`src/rtl/sdfilter_train.sv`:
```
// sdfilter_train: pulse-train multiplicity filter.
// The discriminator input is synchronised and edge-detected. Pulses whose gaps
// fall inside the gate masks are grouped into trains. Each accepted pulse
// strobes its position in the train. When a train ends, one {mult, span} event
// is offered on a valid/ready port.
// Optional multiplicity histogram: define SDFILTER_TRAIN_HIST_EN.
`timescale 1ns/1ps
module sdfilter_train #(
    parameter int STAGES   = 16,
    parameter int WIN      = 16,
    parameter int CW       = 16,
    parameter int MIN_MULT = 2,
    parameter int MW       = $clog2(STAGES + 1)
) (
    input  logic                      clk,
    input  logic                      reset,
    input  logic                      in,
    input  logic [WIN-1:0]            gate0,
    input  logic [WIN-1:0]            gaten,
    output logic [STAGES-1:0]         out,
    output logic                      ev_valid,
    input  logic                      ev_ready,
    output logic [MW-1:0]             ev_mult,
    output logic [CW-1:0]             ev_span,
    output logic [CW-1:0]             drop_cnt,
    input  logic [$clog2(STAGES)-1:0] hist_addr,
    input  logic                      hist_clr,
    output logic [CW-1:0]             hist_data
);
    localparam int GW = $clog2(WIN + 1);
    localparam int AW = $clog2(STAGES);
    localparam logic [MW-1:0] MULT_MAX = MW'(STAGES);
    localparam logic [MW-1:0] MULT_MIN = MW'(MIN_MULT);
    localparam logic [GW-1:0] GAP_MAX  = GW'(WIN);
    localparam int unsigned   LAST     = STAGES - 1;

    typedef enum logic {S_IDLE, S_TRAIN} state_t;
    state_t state, state_nxt;

    logic [1:0]        sb;
    logic              p;
    logic [MW-1:0]     mult, mult_nxt;
    logic [GW-1:0]     gap, gap_nxt;
    logic [CW-1:0]     span, span_nxt, span_inc;
    logic [CW-1:0]     span_last, span_last_nxt;
    logic [WIN-1:0]    mask;
    logic              gap_ok, accept, train_end, offer;
    logic [STAGES-1:0] out_nxt;

    assign span_inc = (span == '1) ? span : span + CW'(1);

    // Two-flop synchroniser followed by a rising-edge detector
    always_ff @(posedge clk or negedge reset) begin
        if (!reset) begin
            sb <= '0;
            p  <= 1'b0;
        end else begin
            sb <= {sb[0], in};
            p  <= sb[0] & ~sb[1];
        end
    end

    // Gate check: is the current gap allowed for the next pulse of this train
    always_comb begin
        mask   = (mult == MW'(1)) ? gate0 : gaten;
        gap_ok = 1'b0;
        for (int unsigned i = 0; i < unsigned'(WIN); i++)
            if (mask[i] && gap == GW'(i + 1)) gap_ok = 1'b1;
        accept = (state == S_TRAIN) && p && gap_ok;
    end

    // Tracker state register
    always_ff @(posedge clk or negedge reset) begin
        if (!reset) state <= S_IDLE;
        else        state <= state_nxt;
    end

    // Next-state: train start, accepted pulse, restart on a rejected pulse, timeout.
    // span_last freezes the span at the last accepted pulse, so the gap that ends
    // a train is not counted into the event.
    always_comb begin
        state_nxt     = state;
        mult_nxt      = mult;
        gap_nxt       = gap;
        span_nxt      = span;
        span_last_nxt = span_last;
        train_end     = 1'b0;
        unique case (state)
            S_IDLE: begin
                if (p) begin
                    state_nxt     = S_TRAIN;
                    mult_nxt      = MW'(1);
                    gap_nxt       = '0;
                    span_nxt      = '0;
                    span_last_nxt = '0;
                end
            end
            S_TRAIN: begin
                if (accept) begin
                    if (mult != MULT_MAX) mult_nxt = mult + MW'(1);
                    gap_nxt       = '0;
                    span_nxt      = span_inc;
                    span_last_nxt = span_inc;
                end else if (p) begin
                    train_end     = 1'b1;
                    mult_nxt      = MW'(1);
                    gap_nxt       = '0;
                    span_nxt      = '0;
                    span_last_nxt = '0;
                end else if (gap == GAP_MAX) begin
                    train_end = 1'b1;
                    state_nxt = S_IDLE;
                end else begin
                    gap_nxt  = gap + GW'(1);
                    span_nxt = span_inc;
                end
            end
            default: state_nxt = S_IDLE;
        endcase
    end

    // Outputs: position strobe for the current pulse and event offer on train end
    always_comb begin
        out_nxt    = '0;
        out_nxt[0] = p && !accept;
        for (int unsigned k = 1; k < LAST + 1; k++)
            out_nxt[k] = accept && ((k == LAST) ? (mult >= MW'(k)) : (mult == MW'(k)));
        offer = train_end && (mult >= MULT_MIN);
    end

    // Tracker datapath and strobe register
    always_ff @(posedge clk or negedge reset) begin
        if (!reset) begin
            mult      <= '0;
            gap       <= '0;
            span      <= '0;
            span_last <= '0;
            out       <= '0;
        end else begin
            mult      <= mult_nxt;
            gap       <= gap_nxt;
            span      <= span_nxt;
            span_last <= span_last_nxt;
            out       <= out_nxt;
        end
    end

    // Event holding register; an offer that cannot load is counted as a drop
    always_ff @(posedge clk or negedge reset) begin
        if (!reset) begin
            ev_valid <= 1'b0;
            ev_mult  <= '0;
            ev_span  <= '0;
            drop_cnt <= '0;
        end else if (offer && (!ev_valid || ev_ready)) begin
            ev_valid <= 1'b1;
            ev_mult  <= mult;
            ev_span  <= span_last;
        end else begin
            if (ev_valid && ev_ready) ev_valid <= 1'b0;
            if (offer && drop_cnt != '1) drop_cnt <= drop_cnt + CW'(1);
        end
    end

`ifdef SDFILTER_TRAIN_HIST_EN
    logic [CW-1:0] bins [STAGES];
    logic [AW-1:0] bin_sel;

    assign bin_sel = AW'(mult - MW'(1));

    // Histogram bins, clear beats increment; registered read port
    always_ff @(posedge clk or negedge reset) begin
        if (!reset) begin
            for (int unsigned i = 0; i < LAST + 1; i++) bins[i] <= '0;
            hist_data <= '0;
        end else begin
            if (hist_clr) begin
                for (int unsigned i = 0; i < LAST + 1; i++) bins[i] <= '0;
            end else if (train_end && bins[bin_sel] != '1) begin
                bins[bin_sel] <= bins[bin_sel] + CW'(1);
            end
            hist_data <= bins[hist_addr];
        end
    end
`else
    logic hist_unused;
    assign hist_unused = ^{hist_addr, hist_clr};
    assign hist_data   = '0;
`endif

endmodule

```
`config.mk`:
```
export PLATFORM = sky130hd
export DESIGN_NAME = sdfilter_train
export DESIGN_NICKNAME = d
export VERILOG_FILES = /design/src/rtl/sdfilter_train.sv
export SDC_FILE = /design/constraint.sdc
export NUM_CORES = 1
export LEC_CHECK = 0
export CAP_MARGIN = 10
export CORE_MARGIN = 2
export CORE_UTILIZATION = 46
export DETAILED_ROUTE_END_ITERATION = 16
export GPL_TIMING_DRIVEN = 0
export PLACE_DENSITY = 0.76
export RECOVER_POWER = 50
export SYNTH_ARGS = -nofsm -noshare
export SYNTH_HDL_FRONTEND = slang
export SYNTH_SLANG_ARGS = --single-unit
export TNS_END_PERCENT = 30
```
`constraint.sdc`:
```
create_clock -name clk -period 2.9 [get_ports clk]
set_input_delay 0.58 -clock clk [delete_from_list [all_inputs] [get_ports clk]]
set_output_delay 0.58 -clock clk [all_outputs]
set_load 0.01 [all_outputs]
```
==> summary.md <==
| Metric | Value |
|---|---|
| Slew HR | `-0.163` |
| Worst Setup Start Kind | `flop` |
| Number of pins exceeding their max-slew limit in the final report | `34` |
| Placed Instances | `720` |
| Result of the run | `finished, violations left` |
| Setup CP Type | `reg -> reg` |
| Clock tree root buffer cell | `sky130_fd_sc_hd__clkbuf_8` |
| Cell type with the highest occurrence count on the critical path | `sky130_fd_sc_hd__buf_6` |
| Worst min-delay path class | `reg -> reg` |
| Highest achievable clock rate | `0.324 GHz` |
| Count of synthesis-stage warnings from yosys | `0` |
| Width of the die | `109 um` |
| EDFF count, synth | `0` |
| Total length of routed wires | `12200 um` |
| Die area | `12000 um^2` |
| Power density relative to cell area | `706 nW/um^2` |
| Post-layout instance count excluding filler cells | `757` |
| Final period utilization | `1.06` |
| Detailed placement HPWL | `8240 um` |
| Final weighted congestion of routability-driven global placement | `0.836` |
| Wire length of the first global-routing pass | `19100 um` |
| Static Leakage | `0.00318 uW` |
| Detailed router's first-iteration violation count | `345` |
| Vertical die dimension | `109 um` |
| Count of input and output buffers | `89` |
| Total I/O pin count | `111` |
| Diodes inserted | `0` |
| Post-synthesis instance area | `5120 um^2` |
| Synth async-reset ratio | `1.00` |
| Layout fillers | `822` |
| Slowest library cell on the worst path | `sky130_fd_sc_hd__dfrtp_2` |
| Average detailed-routed wire length per instance | `16.2 um` |
| Setup clock skew after layout | `0.0181 ns` |
| Number of antenna violations at the first check in global routing | `0` |
| CTS Hold Bufs | `0` |
| Number of vias after detailed routing | `4037` |
| Source-to-sink clock delay at the later pin of the worst-skew pair | `0.38 ns` |
| DRC violations left | `0` |
| Final critical-path setup slack | `-0.182 ns` |
| Clock tree from TritonCTS | `built` |
| Final standard cell utilization of the core | `0.633` |
| Syn Area/Cell | `10.8 um^2` |
| Crit path DAT | `3.39 ns` |
| Maximum buffer depth of the clock tree | `2` |
| Final setup violating endpoints | `67` |
| Max-cap viol count | `1` |
| Count of clock tree sinks | `100` |
| Largest stage delay on the critical path | `0.44 ns` |
| Cell count after synthesis | `475` |
| Setup slack on the worst flop-to-flop path | `-0.18 ns` |
| Shortest clock period the worst path allows after layout | `3.08 ns` |
| Post-synthesis sequential element count | `100` |
| Leftover overflow at the end of global routing | `0` |
| First-pass detailed-route iteration total | `5` |
| Effective utilization at floorplan | `0.472` |
| Final count of hold timing violations | `0` |
| Area growth from synthesis to final layout | `34.1%` |
| Crit path max fanout | `8` |
| Share of final-layout standard cells stronger than drive strength 1 | `0.196` |
| CP endpoint kind | `flop` |
| Via count of the first global-routing pass | `3932` |
| Core Region | `10800 um^2` |
| Net count, final | `665` |
| Worst setup slack before clock tree synthesis | `-0.436 ns` |
| Number of H-tree levels | `3` |
| Setup repair after global routing missed its margin | `true` |
| Accumulated negative setup slack | `-5.67 ns` |
| Sequential share of the synthesized area | `0.489` |
| Chain of cells forming the critical path | `inv_2 -> ha_4 -> nor4b_4 -> buf_6 -> mux2_4 -> a32o_2 -> a311oi_4 -> nand3_4 -> buf_6 -> a21o_4 -> buf_8 -> nor3_4 -> xor2_1` |
| Clock buffer count from CTS | `9` |
| Failing checks | `max-capacitance violations, max-slew violations, negative setup slack` |
| Post-route ant nets | `0` |
| Max IR drop VDD | `0.360 mV` |
| Vias per std cell | `5.33` |
| Predominant post-synthesis flop cell | `sky130_fd_sc_hd__dfrtp_1` |
| Synth unique cells | `56` |
| CTS clock-pin slew for the worst setup and hold paths | `0.11 ns` |
| Combined global-route utilization of all metal layers | `0.204` |
| Count of standard-cell rows | `38` |
| Maximum number of pins on one net before global-route repair | `69` |
| Required time at the endpoint of the critical path | `3.20 ns` |
| Slew at the pin closest to its max-slew limit | `1.74 ns` |
-- state kept, by name, indices dropped and copies added, names as in the netlist --
name,count
ev_span,16
span_last,16
out,16
span,16
mult,5
ev_valid,1
gap,5
ev_mult,5
drop_cnt,16
p,1
state,1
sb,2
-- cells by family (layout without fill, tap and decap cells) --
logic type,count (synthesis),count (layout),share of synthesized area
buffers and inverters,54,181,0.0579
DFF,100,100,0.489
xor gates and xnor gates,33,33,0.0565
AOI/OAI and AO/OA,75,75,0.107
adders and majority gates,12,12,0.0293
muxes,34,34,0.0902
other,1,16,0.000733
and+or+nand+nor,166,166,0.169
-- layout by cell type, fill, tap and decap left out, types with 14 or more instances in the layout --
master	netlist	layout
sky130_fd_sc_hd__conb_1	1	16
sky130_fd_sc_hd__nor2_1	41	34
sky130_fd_sc_hd__inv_1	16	15
sky130_fd_sc_hd__nand3_1	20	18
sky130_fd_sc_hd__buf_4	16	34
sky130_fd_sc_hd__clkdlybuf4s50_1	0	87
sky130_fd_sc_hd__xor2_1	19	19
sky130_fd_sc_hd__nand2_1	44	44
sky130_fd_sc_hd__xnor2_1	14	14
sky130_fd_sc_hd__clkbuf_1	14	14
sky130_fd_sc_hd__mux2_4	20	22
sky130_fd_sc_hd__a21oi_1	16	15
sky130_fd_sc_hd__dfrtp_1	100	98
-- power by group --
part | total (uW) | switching [uW] | leakage, uW | internal (uW)
clock | 974 | 551 | 0.000107 | 423
sequential | 1780 | 197 | 0.00135 | 1580
combinational | 2090 | 1030 | 0.00172 | 1060
total | 4840 | 1780 | 0.00318 | 3070
-- stage by stage --
stage	hold slack [ns]	total power, uW	cell area (um^2)
finish	0.380	4840	6860
global placement	0.355	3360	6240
detailed placement	0.361	3420	6260
CTS	0.148	4610	6690
global route	0.397	5100	6860
floorplan	0.284	2870	5170
-- cell usage after synthesis (all sizes together), types with 2 or more instances --
cell | number | area share
dfrtp | 100 | 0.49
nand2 | 44 | 0.032
nor2 | 41 | 0.030
mux2 | 27 | 0.074
buf | 24 | 0.036
nand3 | 23 | 0.030
xor2 | 19 | 0.033
a21oi | 17 | 0.017
inv | 16 | 0.012
nor3 | 16 | 0.020
clkbuf | 14 | 0.010
xnor2 | 14 | 0.024
and3 | 13 | 0.016
ha | 12 | 0.029
o21ai | 12 | 0.012
nand4 | 9 | 0.011
o31ai | 9 | 0.013
o2bb2ai | 7 | 0.012
mux2i | 6 | 0.012
and4 | 4 | 0.0068
nor2b | 4 | 0.0049
o22ai | 4 | 0.0049
or3 | 4 | 0.0049
a22oi | 3 | 0.0044
a311oi | 3 | 0.0098
o41ai | 3 | 0.0051
a211oi | 2 | 0.0029
a21o | 2 | 0.0029
a222oi | 2 | 0.0039
a22o | 2 | 0.0034
a32o | 2 | 0.0039
and2 | 2 | 0.0024
nand2b | 2 | 0.0024
nor4b | 2 | 0.0064
-- area by class of cell --
| cell class | instances | area (um^2) | area share |
|---|---|---|---|
| multi-input combinational | 336 | 2530 | 0.369 |
| sequential | 100 | 2500 | 0.365 |
| timing repair buffer | 111 | 1080 | 0.158 |
| buffer | 38 | 288 | 0.0419 |
| tap | 140 | 175 | 0.0255 |
| clock buffer | 9 | 124 | 0.0181 |
| clock inverter | 7 | 93.8 | 0.0137 |
| inverter | 16 | 60.1 | 0.00875 |
-- metal layers --
metal  GRT usage  wire length (um)  up-vias  share of wire
li1            -                 -     1924              -
met1       0.267              5270     1951           0.43
met2       0.341              6130      141           0.50
met3      0.0368               611       21          0.050
met4      0.0741               229        0          0.019
met5           0                 0        -              0
-- worst max-delay path, delay by kind of cell, from the launching register on --
kind                     cells  cell delay (ns)
adder cells (fa/ha/maj)      1             0.13
buffers and inverters        4             0.56
multiplexers                 1             0.31
AO/OA/AOI/OAI                3             0.81
flip-flops                   1             0.44
XOR/XNOR                     1             0.15
AND/OR/NAND/NOR              3             0.60
-- path summary, 6_finish.rpt --
kind | startpoint | end | cells after the start
worst max-delay path | mult[1] | drop_cnt[13] | 13
worst min-delay path | sb[0] | sb[1] | 0
worst max register to register | mult[1] | drop_cnt[13] | 13
worst min register to register | sb[0] | sb[1] | 0
max in group asynchronous | reset | mult[0] | 2
min in group asynchronous | reset | out[10] | 1
-- timing repair --
item / 4_1_cts / 5_1_grt
buffers inserted: 10 / 8
pin swaps: 17 / 17
gates resized for setup: 29 / 31
gates cloned: 2 / 1
endpoints found under the setup margin: 88 / 91
No activity file was read; power rests on OpenSTA's default activity.
